===== config.mk =====
export PLATFORM = sky130hd
export DESIGN_NAME = uart_axil_responder
export DESIGN_NICKNAME = d
export VERILOG_FILES = /design/src/rtl/uart_axil_pkg.sv /design/src/rtl/uart_axil_fifo.sv /design/src/rtl/uart_axil_responder.sv
export SDC_FILE = /design/constraint.sdc
export NUM_CORES = 1
export LEC_CHECK = 0
export CORE_ASPECT_RATIO = 1.25
export CORE_MARGIN = 2
export CORE_UTILIZATION = 53
export CTS_BUF_LIST = sky130_fd_sc_hd__clkbuf_2 sky130_fd_sc_hd__clkbuf_4 sky130_fd_sc_hd__clkbuf_8
export CTS_CLUSTER_SIZE = 24
export DETAILED_ROUTE_END_ITERATION = 6
export PLACE_DENSITY = 0.78
export SYNTH_ARGS = -nofsm -noshare
export SYNTH_HDL_FRONTEND = slang
export SYNTH_SLANG_ARGS = --single-unit

===== constraint.sdc =====
create_clock -name chipset_clk -period 3.3 [get_ports chipset_clk]
set_clock_uncertainty 0.15 [all_clocks]
set_input_delay 0.825 -clock chipset_clk [delete_from_list [all_inputs] [get_ports chipset_clk]]
set_output_delay 0.825 -clock chipset_clk [all_outputs]
set_load 0.005 [all_outputs]

===== src/rtl/uart_axil_pkg.sv =====
// Shared constants for the UART AXI4-Lite responder: register offsets, register
// bit positions and AXI response codes.
package uart_axil_pkg;

  // Register byte offsets within the 32-byte window
  localparam logic [4:0] OFS_RBR = 5'h00;  // RBR on read, THR on write
  localparam logic [4:0] OFS_IER = 5'h04;
  localparam logic [4:0] OFS_IIR = 5'h08;
  localparam logic [4:0] OFS_MCR = 5'h10;
  localparam logic [4:0] OFS_LSR = 5'h14;

  // LSR bits
  localparam int unsigned LSR_DR   = 0;
  localparam int unsigned LSR_OE   = 1;
  localparam int unsigned LSR_THRE = 5;
  localparam int unsigned LSR_TEMT = 6;

  // IER bits
  localparam int unsigned IER_ERBFI = 0;
  localparam int unsigned IER_ETBEI = 1;

  // MCR loopback bit
  localparam int unsigned MCR_LOOP = 4;

  // IIR encodings, highest priority first
  localparam logic [7:0] IIR_RX   = 8'h04;
  localparam logic [7:0] IIR_TX   = 8'h02;
  localparam logic [7:0] IIR_NONE = 8'h01;

  localparam logic [1:0] RESP_OKAY   = 2'b00;
  localparam logic [1:0] RESP_SLVERR = 2'b10;

  // Word-aligned register offset; the byte lane bits are ignored
  function automatic logic [4:0] reg_ofs(input logic [4:0] addr);
    return {addr[4:2], 2'b00};
  endfunction

endpackage


===== src/rtl/uart_axil_fifo.sv =====
// Synchronous first-word-fall-through FIFO. A push into a full FIFO is accepted
// only when a pop happens in the same cycle; otherwise it is dropped.
module uart_axil_fifo #(
  parameter int unsigned Depth = 16,
  parameter int unsigned Width = 8,
  localparam int unsigned PtrW = $clog2(Depth),
  localparam int unsigned CntW = PtrW + 1
) (
  input  logic             clk_i,
  input  logic             rst_i,
  input  logic             push_i,
  input  logic [Width-1:0] data_i,
  input  logic             pop_i,
  output logic [Width-1:0] data_o,
  output logic             full_o,
  output logic             empty_o,
  output logic [CntW-1:0]  count_o
);

  logic [Width-1:0] mem_q [Depth];
  logic [PtrW-1:0]  wr_ptr_q, wr_ptr_d;
  logic [PtrW-1:0]  rd_ptr_q, rd_ptr_d;
  logic [CntW-1:0]  count_q, count_d;
  logic             do_push, do_pop;

  assign empty_o = (count_q == '0);
  assign full_o  = (count_q == CntW'(Depth));
  assign count_o = count_q;
  assign data_o  = mem_q[rd_ptr_q];

  assign do_pop  = pop_i & ~empty_o;
  assign do_push = push_i & (~full_o | do_pop);

  // Pointer and occupancy next state; pointers wrap naturally at Depth
  always_comb begin
    wr_ptr_d = wr_ptr_q;
    rd_ptr_d = rd_ptr_q;
    count_d  = count_q;
    if (do_push) wr_ptr_d = wr_ptr_q + PtrW'(1);
    if (do_pop)  rd_ptr_d = rd_ptr_q + PtrW'(1);
    if (do_push && !do_pop) begin
      count_d = count_q + CntW'(1);
    end else if (do_pop && !do_push) begin
      count_d = count_q - CntW'(1);
    end
  end

  // Pointer and occupancy state
  always_ff @(posedge clk_i or posedge rst_i) begin
    if (rst_i) begin
      wr_ptr_q <= '0;
      rd_ptr_q <= '0;
      count_q  <= '0;
    end else begin
      wr_ptr_q <= wr_ptr_d;
      rd_ptr_q <= rd_ptr_d;
      count_q  <= count_d;
    end
  end

  // Storage array, no reset needed since occupancy guards every read
  always_ff @(posedge clk_i) begin
    if (do_push) mem_q[wr_ptr_q] <= data_i;
  end

endmodule


===== src/rtl/uart_axil_responder.sv =====
// AXI4-Lite responder exposing a 16550-subset UART register file. TX bytes are
// streamed out to a serializer, RX bytes come in from a deserializer.
// Optional feature: define UART_AXIL_LOOPBACK_EN to enable MCR[4] loopback.
module uart_axil_responder
  import uart_axil_pkg::*;
#(
  parameter int unsigned FIFO_DEPTH = 16,
  parameter int unsigned ADDR_W     = 13
) (
  input  logic              chipset_clk,
  input  logic              chipset_rst,
  input  logic [ADDR_W-1:0] s_awaddr,
  input  logic              s_awvalid,
  output logic              s_awready,
  input  logic [31:0]       s_wdata,
  input  logic [3:0]        s_wstrb,
  input  logic              s_wvalid,
  output logic              s_wready,
  output logic [1:0]        s_bresp,
  output logic              s_bvalid,
  input  logic              s_bready,
  input  logic [ADDR_W-1:0] s_araddr,
  input  logic              s_arvalid,
  output logic              s_arready,
  output logic [31:0]       s_rdata,
  output logic [1:0]        s_rresp,
  output logic              s_rvalid,
  input  logic              s_rready,
  output logic [7:0]        tx_data,
  output logic              tx_valid,
  input  logic              tx_ready,
  input  logic [7:0]        rx_data,
  input  logic              rx_valid,
  output logic              uart_irq
);

  localparam int unsigned CntW = $clog2(FIFO_DEPTH) + 1;

  logic              rdy_q, rdy_d;
  logic              aw_full_q, aw_full_d;
  logic [ADDR_W-1:0] aw_addr_q, aw_addr_d;
  logic              w_full_q, w_full_d;
  logic [7:0]        w_data_q, w_data_d;
  logic              w_strb0_q, w_strb0_d;
  logic              bvalid_q, bvalid_d;
  logic [1:0]        bresp_q, bresp_d;
  logic              rvalid_q, rvalid_d;
  logic [31:0]       rdata_q, rdata_d;
  logic [1:0]        rresp_q, rresp_d;
  logic [1:0]        ier_q, ier_d;
  logic              oe_q, oe_d;
  logic              irq_q, irq_d;
`ifdef UART_AXIL_LOOPBACK_EN
  logic              mcr_loop_q, mcr_loop_d;
`endif

  logic            tx_push, tx_pop, tx_full, tx_empty;
  logic [7:0]      tx_head;
  logic [CntW-1:0] tx_count;
  logic            rx_push, rx_pop, rx_full, rx_empty;
  logic [7:0]      rx_head, rx_wdata;
  logic [CntW-1:0] rx_count;

  logic        aw_hs, w_hs, b_hs, ar_hs, r_hs;
  logic        wr_exec, wr_bad, wr_en;
  logic [4:0]  wr_ofs, rd_ofs;
  logic        rd_bad, lsr_rd, rx_overrun;
  logic        dr, thre, rx_irq, tx_irq;
  logic [7:0]  lsr, iir;
  logic [31:0] rd_word;
  logic        unused_bits;

  assign unused_bits = ^{s_wdata[31:8], s_wstrb[3:1], s_araddr[1:0], aw_addr_q[1:0], tx_full};

  assign rdy_d     = 1'b1;
  assign s_awready = rdy_q & ~aw_full_q;
  assign s_wready  = rdy_q & ~w_full_q;
  assign s_arready = rdy_q & ~rvalid_q;
  assign s_bvalid  = bvalid_q;
  assign s_bresp   = bresp_q;
  assign s_rvalid  = rvalid_q;
  assign s_rdata   = rdata_q;
  assign s_rresp   = rresp_q;
  assign uart_irq  = irq_q;

  assign aw_hs = s_awvalid & s_awready;
  assign w_hs  = s_wvalid & s_wready;
  assign b_hs  = bvalid_q & s_bready;
  assign ar_hs = s_arvalid & s_arready;
  assign r_hs  = rvalid_q & s_rready;

  // Write executes once both halves are held and no response is outstanding
  assign wr_exec = aw_full_q & w_full_q & ~bvalid_q;
  assign wr_ofs  = reg_ofs(aw_addr_q[4:0]);
  assign wr_bad  = |aw_addr_q[ADDR_W-1:5];
  assign wr_en   = wr_exec & ~wr_bad & w_strb0_q;
  assign tx_push = wr_en & (wr_ofs == OFS_RBR);

  assign rd_ofs = reg_ofs(s_araddr[4:0]);
  assign rd_bad = |s_araddr[ADDR_W-1:5];
  assign rx_pop = ar_hs & ~rd_bad & (rd_ofs == OFS_RBR) & ~rx_empty;
  assign lsr_rd = ar_hs & ~rd_bad & (rd_ofs == OFS_LSR);

  assign dr     = (rx_count != '0);
  assign thre   = (tx_count == '0);
  assign rx_irq = ier_q[IER_ERBFI] & dr;
  assign tx_irq = ier_q[IER_ETBEI] & thre;
  assign iir    = rx_irq ? IIR_RX : (tx_irq ? IIR_TX : IIR_NONE);

  assign tx_data = tx_head;

`ifdef UART_AXIL_LOOPBACK_EN
  // Loopback steals the TX stream for the RX FIFO and silences the serializer
  assign tx_valid = ~mcr_loop_q & ~tx_empty;
  assign tx_pop   = mcr_loop_q ? (~tx_empty & ~rx_full) : (tx_valid & tx_ready);
  assign rx_push  = mcr_loop_q ? tx_pop : rx_valid;
  assign rx_wdata = mcr_loop_q ? tx_head : rx_data;
`else
  assign tx_valid = ~tx_empty;
  assign tx_pop   = tx_valid & tx_ready;
  assign rx_push  = rx_valid;
  assign rx_wdata = rx_data;
`endif

  // A simultaneous RBR pop makes room, so only a push with no pop can overrun
  assign rx_overrun = rx_push & rx_full & ~rx_pop;

  // Line status word
  always_comb begin
    lsr           = '0;
    lsr[LSR_DR]   = dr;
    lsr[LSR_OE]   = oe_q;
    lsr[LSR_THRE] = thre;
    lsr[LSR_TEMT] = thre & ~tx_valid;
  end

  // Read data mux, sampled on the AR handshake
  always_comb begin
    rd_word = '0;
    case (rd_ofs)
      OFS_RBR: rd_word = rx_empty ? 32'h0 : {24'h0, rx_head};
      OFS_IER: rd_word = {30'h0, ier_q};
      OFS_IIR: rd_word = {24'h0, iir};
`ifdef UART_AXIL_LOOPBACK_EN
      OFS_MCR: rd_word[MCR_LOOP] = mcr_loop_q;
`endif
      OFS_LSR: rd_word = {24'h0, lsr};
      default: rd_word = '0;
    endcase
    if (rd_bad) rd_word = '0;
  end

  // Channel, register and interrupt next state
  always_comb begin
    aw_full_d = aw_full_q;
    aw_addr_d = aw_addr_q;
    w_full_d  = w_full_q;
    w_data_d  = w_data_q;
    w_strb0_d = w_strb0_q;
    bvalid_d  = bvalid_q;
    bresp_d   = bresp_q;
    rvalid_d  = rvalid_q;
    rdata_d   = rdata_q;
    rresp_d   = rresp_q;
    ier_d     = ier_q;
    oe_d      = oe_q;
`ifdef UART_AXIL_LOOPBACK_EN
    mcr_loop_d = mcr_loop_q;
`endif

    if (aw_hs) begin
      aw_full_d = 1'b1;
      aw_addr_d = s_awaddr;
    end
    if (w_hs) begin
      w_full_d  = 1'b1;
      w_data_d  = s_wdata[7:0];
      w_strb0_d = s_wstrb[0];
    end
    if (b_hs) begin
      aw_full_d = 1'b0;
      w_full_d  = 1'b0;
      bvalid_d  = 1'b0;
    end
    if (wr_exec) begin
      bvalid_d = 1'b1;
      bresp_d  = wr_bad ? RESP_SLVERR : RESP_OKAY;
    end
    if (wr_en && (wr_ofs == OFS_IER)) ier_d = w_data_q[1:0];
`ifdef UART_AXIL_LOOPBACK_EN
    if (wr_en && (wr_ofs == OFS_MCR)) mcr_loop_d = w_data_q[MCR_LOOP];
`endif

    if (r_hs) rvalid_d = 1'b0;
    if (ar_hs) begin
      rvalid_d = 1'b1;
      rdata_d  = rd_word;
      rresp_d  = rd_bad ? RESP_SLVERR : RESP_OKAY;
    end

    // A fresh overrun wins over the clear-on-read
    if (lsr_rd)     oe_d = 1'b0;
    if (rx_overrun) oe_d = 1'b1;

    irq_d = rx_irq | tx_irq;
  end

  // State registers
  always_ff @(posedge chipset_clk or posedge chipset_rst) begin
    if (chipset_rst) begin
      rdy_q     <= 1'b0;
      aw_full_q <= 1'b0;
      aw_addr_q <= '0;
      w_full_q  <= 1'b0;
      w_data_q  <= '0;
      w_strb0_q <= 1'b0;
      bvalid_q  <= 1'b0;
      bresp_q   <= RESP_OKAY;
      rvalid_q  <= 1'b0;
      rdata_q   <= '0;
      rresp_q   <= RESP_OKAY;
      ier_q     <= '0;
      oe_q      <= 1'b0;
      irq_q     <= 1'b0;
`ifdef UART_AXIL_LOOPBACK_EN
      mcr_loop_q <= 1'b0;
`endif
    end else begin
      rdy_q     <= rdy_d;
      aw_full_q <= aw_full_d;
      aw_addr_q <= aw_addr_d;
      w_full_q  <= w_full_d;
      w_data_q  <= w_data_d;
      w_strb0_q <= w_strb0_d;
      bvalid_q  <= bvalid_d;
      bresp_q   <= bresp_d;
      rvalid_q  <= rvalid_d;
      rdata_q   <= rdata_d;
      rresp_q   <= rresp_d;
      ier_q     <= ier_d;
      oe_q      <= oe_d;
      irq_q     <= irq_d;
`ifdef UART_AXIL_LOOPBACK_EN
      mcr_loop_q <= mcr_loop_d;
`endif
    end
  end

  uart_axil_fifo #(
    .Depth (FIFO_DEPTH),
    .Width (8)
  ) u_tx_fifo (
    .clk_i   (chipset_clk),
    .rst_i   (chipset_rst),
    .push_i  (tx_push),
    .data_i  (w_data_q),
    .pop_i   (tx_pop),
    .data_o  (tx_head),
    .full_o  (tx_full),
    .empty_o (tx_empty),
    .count_o (tx_count)
  );

  uart_axil_fifo #(
    .Depth (FIFO_DEPTH),
    .Width (8)
  ) u_rx_fifo (
    .clk_i   (chipset_clk),
    .rst_i   (chipset_rst),
    .push_i  (rx_push),
    .data_i  (rx_wdata),
    .pop_i   (rx_pop),
    .data_o  (rx_head),
    .full_o  (rx_full),
    .empty_o (rx_empty),
    .count_o (rx_count)
  );

endmodule

### Word level (Yosys, flattened, before mapping)

Memory sizes are Yosys's and may differ from the RTL's.
Cells that the tools add are included.

| storage, ports and cells | value |
|---|---|
| register bits | 93 |
| RAM bits | 256 |
| bits of input ports | 79 |
| output and inout port bits | 51 |
| word-level logic and storage cells | 124 |
| memories | 2 |

Memories:

| name | depth | bits a word | rd ports | clocked after memory_dff | write ports | RTL line | source |
|---|---|---|---|---|---|---|---|
| u_rx_fifo.mem_q | 16 | 8 | 1 | 0 | 1 | uart_axil_fifo.sv:20 | `logic [Width-1:0] mem_q [Depth];` |
| u_tx_fifo.mem_q | 16 | 8 | 1 | 0 | 1 | uart_axil_fifo.sv:20 |  |

| cells by class | value |
|---|---|
| add/subtract/negate cells | 8 |
| equality and inequality tests | 6 |
| mux-type cells | 25 |
| bitwise operators | 40 |
| reductions and logical operators | 23 |

Operators by type and width:

| kind | number |
|---|---|
| 2-to-1 mux 32 bit | 1 |
| one-hot mux 8 bit (4 select lines) | 1 |
| bitwise AND 1 bit | 26 |
| zero test 5 bit | 4 |
| 2-to-1 mux 5 bit | 4 |
| adder 4 x 1 -> 4 bit (second input constant) | 4 |
| OR reduction 8 bit | 2 |
| 2-to-1 mux 1 bit | 14 |
| nonzero test 2 bit | 7 |
| NOT 1 bit | 11 |
| adder 5 x 1 -> 5 bit (second input constant) | 2 |
| == test 5 bit (second input constant) | 2 |
| subtractor 5 x 1 -> 5 bit (second input constant) | 2 |
| 2-to-1 mux 8 bit | 1 |
| == test 3 x 1 -> 1 bit (second input constant) | 2 |
| 2-to-1 mux 2 bit | 3 |
| logical AND 1 bit | 5 |
| nonzero test 5 bit | 1 |
| zero test 1 bit | 4 |
| == test 3 x 2 -> 1 bit (second input constant) | 1 |
| == test 3 bit (second input constant) | 1 |
| 2-to-1 mux 3 bit | 1 |
| bitwise OR 1 bit | 3 |

### Depth between registers and ports, before layout

Gate-level depths: netlist of the first run.

| logic depth | value |
|---|---|
| depth after elaboration | 13 |
| mapped depth | 13 |
| mapped depth without buffers | 12 |

### Hierarchy

From an unflattened synthesis of the first run, not the netlist that was laid out.

| unflattened totals | value |
|---|---|
| cells, all modules | 815 |
| area, all modules | 13331.5 sq um |

Modules (own cells, without submodules):

| module | times used | cells each | area each (sq um) | seq. area each (sq um) |
|---|---|---|---|---|
| uart_axil_fifo | 2 | 324 | 5720.5 | 4169.0 |
| uart_axil_responder | 1 | 167 | 1890.6 | 975.9 |

### Worst setup path before layout of the first run

Ideal clock, no wire load.

| path | value |
|---|---|
| path kind | in2reg |
| start | in s_araddr[9] |
| end | reg u_rx_fifo.count_q[4], in the netlist u_rx_fifo.count_o[4] |
| setup time | 0.123 ns |
| arrival time | 3.370 ns |
| required time | 3.027 ns |
| slack | -0.343 ns |
| stages | 13 |
| path buffers | 2 |
| path through | or4_1 nor4bb_1 buf_2 o21a_1 buf_4 ha_1 inv_1 fa_1 a21o_1 a21oi_1 xnor2_1 nor2_1 xnor2_1 |

| on the way | value |
|---|---|
| longest elaborated chain between the ends | 11 |
| elaborated cells on any way between the ends | 14 |
| those cells by class | mux (1); bitwise (7); reduce/logical (6) |

Ends and longest elaborated chain:

| element | RTL line | source |
|---|---|---|
| start, declared | uart_axil_responder.sv:22 | `input logic [ADDR_W-1:0] s_araddr,` |
| OR reduction 8 bit (*) | uart_axil_responder.sv:100 | `assign rd_bad = \|s_araddr[ADDR_W-1:5];` |
| NOT 1 bit (*) | uart_axil_responder.sv:101 | `assign rx_pop = ar_hs & ~rd_bad & (rd_ofs == OFS_RBR) & ~rx_empty;` |
| bitwise AND 1 bit (*) (3 in a row) | uart_axil_responder.sv:101 |  |
| bitwise AND 1 bit (*) | uart_axil_fifo.sv:31 | `assign do_pop = pop_i & ~empty_o;` |
| bitwise OR 1 bit (*) | uart_axil_fifo.sv:32 | `assign do_push = push_i & (~full_o \| do_pop);` |
| bitwise AND 1 bit (*) | uart_axil_fifo.sv:32 |  |
| via u_rx_fifo.do_push | uart_axil_fifo.sv:24 | `logic do_push, do_pop;` |
| zero test 1 bit | uart_axil_fifo.sv:43 | `end else if (do_pop && !do_push) begin` |
| logical AND 1 bit | uart_axil_fifo.sv:43 |  |
| nonzero test 2 bit (no source line) | -- |  |
| end signal, assigned | uart_axil_fifo.sv:57 | `count_q <= count_d;` |
| end, declared | uart_axil_fifo.sv:23 | `logic [CntW-1:0] count_q, count_d;` |

Mark *: on every way through the listed nets, which the timed path passes. The rest lies on a longest branch.
A chain may end at the register's enable or synchronous reset.

### Worst setup path in the final report of the first run

| path | value |
|---|---|
| start | reg u_tx_fifo.rd_ptr_q[0] |
| end | out tx_data[0] |

| on the way | value |
|---|---|
| longest elaborated chain between the ends | 1 |

Ends and longest elaborated chain:

| element | RTL line | source |
|---|---|---|
| start, declared | uart_axil_fifo.sv:22 | `logic [PtrW-1:0] rd_ptr_q, rd_ptr_d;` |
| start signal, assigned | uart_axil_fifo.sv:56 | `rd_ptr_q <= rd_ptr_d;` |
| memory (16 x 8 bit) | -- |  |
| end, declared | uart_axil_responder.sv:29 | `output logic [7:0] tx_data,` |

No other way between the ends.

==> results.sh, run 1 <==
export IMPL_port_buffer_count=72
export IMPL_ys_seq_elements=321
export IMPL_drive_gt1_frac=0.3106
export IMPL_gp_congestion=0.8072
export IMPL_drt_iter0_markers=512
export IMPL_die_area_um2=26200
export IMPL_grt_ovfl_total=0
export IMPL_ys_seq_area_frac=0.7053
export IMPL_fin_tns_setup_ns=-0.9675
export IMPL_drc=0
export IMPL_hpwl_mm=18.39
export IMPL_hold_buffers=0
export IMPL_postRouteAntennaNets=0
export IMPL_max_cap_violations=0
export IMPL_syn_inst=704
export IMPL_seq_area_um2=9316
export IMPL_syn_avg_cell_area_um2=18.76
export IMPL_synth_warnings=0
export IMPL_synth_main_ff_cell="edfxtp_1"
export IMPL_wirelength_mm=26.95
export IMPL_hold_worst_slack_ns=0.3530
export IMPL_route_vias_total=6905
export IMPL_synthTopCellsByArea="edfxtp_1 (58%), dfrtp_1 (12%), mux4_2 (12%), mux2_2 (2.4%), ha_1 (1.7%)"
export IMPL_setup_ws_ns=-0.1459
export IMPL_period_minus_slack_ns=3.446
export IMPL_synth_area_leader_cell="edfxtp_1"
export IMPL_area_growth_pct=20.20
export IMPL_synth_async_reset_ratio=0.2025
export IMPL_synth_edff_count=256
export IMPL_root_buffer="clkbuf_8"
export IMPL_multiInputGateArea_um2=3691
export IMPL_netlist_top_cells_count="edfxtp_1 (256), mux4_2 (70), dfrtp_1 (65)"
export IMPL_fill_cells=1654
export IMPL_yosysMostFrequentCell="edfxtp_1"
export IMPL_setup_violations=8
export IMPL_syn_area_um2=13210
export IMPL_cts_max_path_buffers=3
export IMPL_avgRoutedWirePerCell_um=21.77
export IMPL_status="complete, but fails checks"
export IMPL_dp_cells=1133
export IMPL_fmax_ghz=0.2902
export IMPL_worst_pin_slew_ns=0.7981
export IMPL_synth_cell_types=50
export IMPL_cts_buffers_inserted=49
export IMPL_drt_pass1_iter_count=6
export IMPL_viasPerCell=5.578
export IMPL_rsz0062_at_grt="true"
export IMPL_powerDensity_nw_per_um2=725.6
export IMPL_antenna_found_initial=1
export IMPL_nNetsFinal=967
export IMPL_cts_clk_slew_worst_paths_ns=0.07
export IMPL_worst_path_max_fanout=8
export IMPL_final_cells=1238
export IMPL_coreArea_um2=24500
export IMPL_die_x_um=145.2
export IMPL_slew_violations=0
export IMPL_num_io_pins=130
export IMPL_num_rows=64
export IMPL_critPathKind="reg -> out"
export IMPL_clk_latency_ns=0.57
export IMPL_die_h_um=180.5
export IMPL_cts_sinks=321
export IMPL_grt_max_degree=36
export IMPL_start_util=0.5389
export IMPL_endpoint_kind="output port"
export IMPL_hold_violations=0
export IMPL_globalRouteTotalUtil=0.2098
export IMPL_cp_data_required_time_ns=2.32
export IMPL_htreeDepth=2
export IMPL_grt_pass1_vias=7509
export IMPL_total_leakage_power_nw=5.590
export IMPL_ir_drop_v=0.0003990
export IMPL_slew_headroom=0.4680
export IMPL_min_path_type="reg -> reg"
export IMPL_synth_top_area_frac=0.5821
export IMPL_failed_checks="setup timing"
export IMPL_start_kind="flip-flop"
export IMPL_cts_tree="yes"
export IMPL_antenna_cells=0
export IMPL_total_power_mw=11.52
export IMPL_grt_pass1_wl_mm=42.44
export IMPL_worstPathArrival_ns=2.47
export IMPL_finalCritPeriodShare=1.044
## metrics by stage
step | area [µm²] | utilization | setup WS, ns
after floorplan | 13350 | - | -0.1550
after CTS | 15820 | 0.6458 | -0.1927
after global placement | 14630 | 0.5969 | -0.6876
after detailed placement | 14630 | 0.5969 | -0.7497
final | 15870 | 0.6478 | -0.1459
after global routing | 15870 | 0.6478 | -0.2358
## final cells by class
cell class	count	share of cell area
Inverter	16	0.003941
Timing Repair Buffer	146	0.08695
Multi-Input combinational cell	334	0.2325
Sequential cell	321	0.5869
Clock inverter	29	0.01261
Clock buffer	62	0.05100
Tap cell	330	0.02601
## placed cells by master, fill, tap and decap left out, drive strengths merged, types with 17 or more instances in the layout
cell / synthesis / layout
buf: 40 / 82
clkbuf: 18 / 62
clkdlybuf4s50: 0 / 60
clkinv: 0 / 22
conb: 2 / 27
dfrtp: 65 / 65
edfxtp: 256 / 256
ha: 18 / 18
inv: 16 / 18
mux2: 28 / 28
mux4: 77 / 77
nand2: 32 / 32
nor2: 17 / 17
## worst max-delay path: stages (launching register included)
cell,delay [ns]
dfrtp_2,0.42
buf_12,0.14
buf_12,0.12
buf_12,0.14
mux4_2,0.45
mux4_2,0.50
buf_2,0.14
## path summary, 6_finish.rpt
path	from	to	slack, ns	depth (start not counted)
min in group asynchronous	chipset_rst	w_data_q[7]	0.47	2
min	oe_q	oe_q	0.35	1
max	u_tx_fifo.rd_ptr_q[0]	tx_data[0]	-0.15	6
max reg2reg	s_bvalid	u_tx_fifo.count_o[4]	0.14	11
min reg2reg	oe_q	oe_q	0.35	1
max in group asynchronous	chipset_rst	u_rx_fifo.rd_ptr_q[0]	1.79	3
## kinds of logic (layout without fill, tap and decap cells)
family / count (synthesis) / count (layout) / share of synthesized area
other: 2 / 27 / 0.0005687
AND/OR/NAND/NOR: 118 / 118 / 0.05050
AO/OA/AOI/OAI: 43 / 43 / 0.02141
XOR/XNOR: 21 / 21 / 0.01393
flip-flops: 321 / 321 / 0.7053
adder cells (fa/ha/maj): 20 / 20 / 0.02009
buffers and inverters: 74 / 253 / 0.03098
multiplexers: 105 / 105 / 0.1572
## flip-flops by register name, indices dropped and copies added, names as in the netlist, 2 cells and up
name / cells
u_tx_fifo.mem_q: 128
s_rdata: 8
u_rx_fifo.count_o: 5
w_data_q: 8
u_tx_fifo.wr_ptr_q: 4
ier_q: 2
u_rx_fifo.mem_q: 128
aw_addr_q: 11
u_rx_fifo.rd_ptr_q: 4
u_rx_fifo.wr_ptr_q: 4
u_tx_fifo.rd_ptr_q: 4
u_tx_fifo.count_o: 5
## report_power, final
group          switching [mW]  internal, mW  total [mW]
Combinational            1.14          1.51        2.65
Sequential              0.530          5.04        5.57
Clock                    1.51          1.79        3.30
Total                    3.18          8.34        11.5
## per-layer routing
metal  global-route usage  up-vias  part of all wire
met3              0.03823       63             0.039
met1               0.2389     3603              0.36
met5                    0        -           0.00041
met2               0.3907      175              0.57
li1                     -     3062                 -
met4              0.08431        2             0.030
## timing repair
action	in CTS	in global routing
hold endpoints to repair	0	0
buffers inserted	11	2
pin swaps	10	2
endpoints found under the setup margin	11	12
cloned	2	0
resized for setup	49	7
No activity file was read; power rests on OpenSTA's default activity.
==> inputs of run 2 (changes only) <==
Settings changed: PLACE_DENSITY 0.78 to 0.88, SLEW_MARGIN set to 20.
==> run 2 against run 1 <==
Against the previous run:
- design area decreased by 0.17%
- highest routed layer is now met4
- total power shrank 1.2%
- sequential power barely moved
- cell count increased by 0.16%
- setup slack improved by 0.014 ns
- critical endpoint is now tx_data[1]
- the flow still finishes with violations (setup timing)
- sequential share of layout area increased by 0.097 points
- clock power about the same
- largest cell class unchanged
- non-clock buffer count up 7
- largest power group unchanged
- critical path depth shrank 1
- core utilization shrank 0.11 points
==> results.sh, run 2 (synthesis gave the netlist of run 1 again) <==
export IMPL_multiInputGateArea_um2=3677
export IMPL_layout_common_cells="edfxtp_1 (256), buf_4 (74), mux4_2 (70)"
export IMPL_final_common_cell="edfxtp_1"
export IMPL_cts_max_path_buffers=3
export IMPL_grtUsageMet3=0.03722
export IMPL_area_growth_pct=20.00
export IMPL_period_minus_slack_ns=3.432
export IMPL_num_rows=64
export IMPL_finalCritPeriodShare=1.040
export IMPL_route_vias_total=6963
export IMPL_drive_gt1_frac=0.3209
export IMPL_endpoint_kind="output port"
export IMPL_hold_violations=0
export IMPL_antenna_cells=0
export IMPL_critPathKind="reg -> out"
export IMPL_drt_iter0_markers=455
export IMPL_busiest_layer="met2"
export IMPL_worstPathArrival_ns=2.46
export IMPL_setup_violations=8
export IMPL_avgRoutedWirePerCell_um=22.37
export IMPL_seq_area_um2=9316
export IMPL_cp_data_required_time_ns=2.32
export IMPL_largestRegisters="u_rx_fifo.mem_q x128, u_tx_fifo.mem_q x128, aw_addr_q x11"
export IMPL_setup_ws_ns=-0.1324
export IMPL_max_cap_violations=0
export IMPL_grt_ovfl_total=0
export IMPL_powerDensity_nw_per_um2=718.3
export IMPL_antenna_found_initial=0
export IMPL_cts_tree="yes"
export IMPL_cts_buffers_inserted=48
export IMPL_pre_cts_ws_ns=-0.6051
export IMPL_grt_pass1_vias=7560
export IMPL_num_io_pins=130
export IMPL_status="complete, but fails checks"
export IMPL_ir_drop_v=0.0004368
export IMPL_postRouteAntennaNets=0
export IMPL_start_util=0.5389
export IMPL_nNetsFinal=973
export IMPL_cts_sinks=321
export IMPL_worst_pin_slew_ns=0.9562
export IMPL_port_buffer_count=72
export IMPL_min_path_type="reg -> reg"
export IMPL_grt_max_degree=36
export IMPL_utilization=0.6467
export IMPL_wirelength_mm=27.74
export IMPL_die_area_um2=26200
export IMPL_total_leakage_power_nw=5.648
export IMPL_worst_path_max_fanout=7
export IMPL_gp_congestion=0.7955
export IMPL_htreeDepth=2
export IMPL_met1_usage=0.2368
export IMPL_grt_pass1_wl_mm=43.12
export IMPL_cts_clk_slew_worst_paths_ns=0.07
export IMPL_r2r_start="s_bvalid"
export IMPL_die_x_um=145.2
export IMPL_drc=0
export IMPL_place_area_um2=14730
export IMPL_coreArea_um2=24500
export IMPL_rsz0062_at_grt="true"
export IMPL_viasPerCell=5.615
export IMPL_final_area_um2=15850
export IMPL_hold_path_startpoint="oe_q"
export IMPL_crit_start="u_tx_fifo.rd_ptr_q[0]"
export IMPL_fmax_ghz=0.2913
export IMPL_fill_cells=1622
export IMPL_root_buffer="clkbuf_8"
export IMPL_start_kind="flip-flop"
export IMPL_die_h_um=180.5
export IMPL_use_met2=0.4215
export IMPL_slew_headroom=0.3625
export IMPL_slew_violations=0
export IMPL_globalRouteTotalUtil=0.2154
export IMPL_hpwl_mm=18.77
export IMPL_clk_latency_ns=0.57
export IMPL_drt_pass1_iter_count=5
export IMPL_failed_checks="setup timing"
==> run 2: cell types whose count changed in the layout (fill, tap and decap cells not counted), sizes merged <==
cell and delta:
clkinvlp -3, dlymetal6s2s +3, clkbuf +5, buf +7, clkinv -6, inv -1, dlygate4sd2 -3
==> run 2: final timing paths <==
path	cells past startpoint	slack, ns	endpoint
worst max-delay path	5	-0.13	tx_data[1]
worst min-delay path	1	0.34	oe_q
worst max register to register	11	0.15	u_tx_fifo.count_o[4]
worst min register to register	1	0.34	oe_q
max in group asynchronous	3	1.98	u_tx_fifo.rd_ptr_q[0]
min in group asynchronous	2	0.48	s_rdata[3]
==> run 2: where the power goes <==
part	total [mW]	switching (mW)	internal, mW
combinational	2.52	1.10	1.42
sequential	5.59	0.548	5.04
clock	3.27	1.46	1.81
total	11.4	3.11	8.27
==> run 2: per-layer routing <==
layer | wire length [µm] | vias to the layer above
met5 | 0 | -
met1 | 9680 | 3608
met2 | 16190 | 220
li1 | - | 3076
met4 | 723 | 0
met3 | 1150 | 59
==> run 2: repair_timing <==
item	in CTS	in global routing
endpoints found under the setup margin	10	12
cloned	1	0
buffers inserted	5	5
pin swaps	0	13
hold buffers	0	0
resized for setup	36	11
==> run 2: final cells by class <==
class	instances	share of cell area
Sequential cell	321	0.5879
Multi-Input combinational cell	334	0.2321
Timing Repair Buffer	153	0.08796
Clock buffer	67	0.05306
Tap cell	330	0.02606
Clock inverter	19	0.009001
Inverter	16	0.003948
==> run 2: metrics by stage <==
| step | total power, mW | instances | hold WS, ns | setup TNS (ns) |
|---|---|---|---|---|
| 4_1_cts | 11.43 | 1235 | 0.3268 | -0.9238 |
| 3_3_place_gp | 7.951 | 1143 | 0.3082 | -27.30 |
| 2_1_floorplan | 6.998 | 729 | 0.2937 | -0.1741 |
| 6_report | 11.38 | 1240 | 0.3394 | -0.6989 |
| 3_5_place_dp | 8.120 | 1143 | 0.3111 | -39.72 |
| 5_1_grt | 11.89 | 1240 | 0.3516 | -1.310 |
==> run 2: critical path, stage by stage, from the launching register on <==
cell and delay [ns]:
dfrtp_2 0.42, buf_12 0.14, buf_12 0.14, mux4_2 0.54, mux4_2 0.51, buf_2 0.15
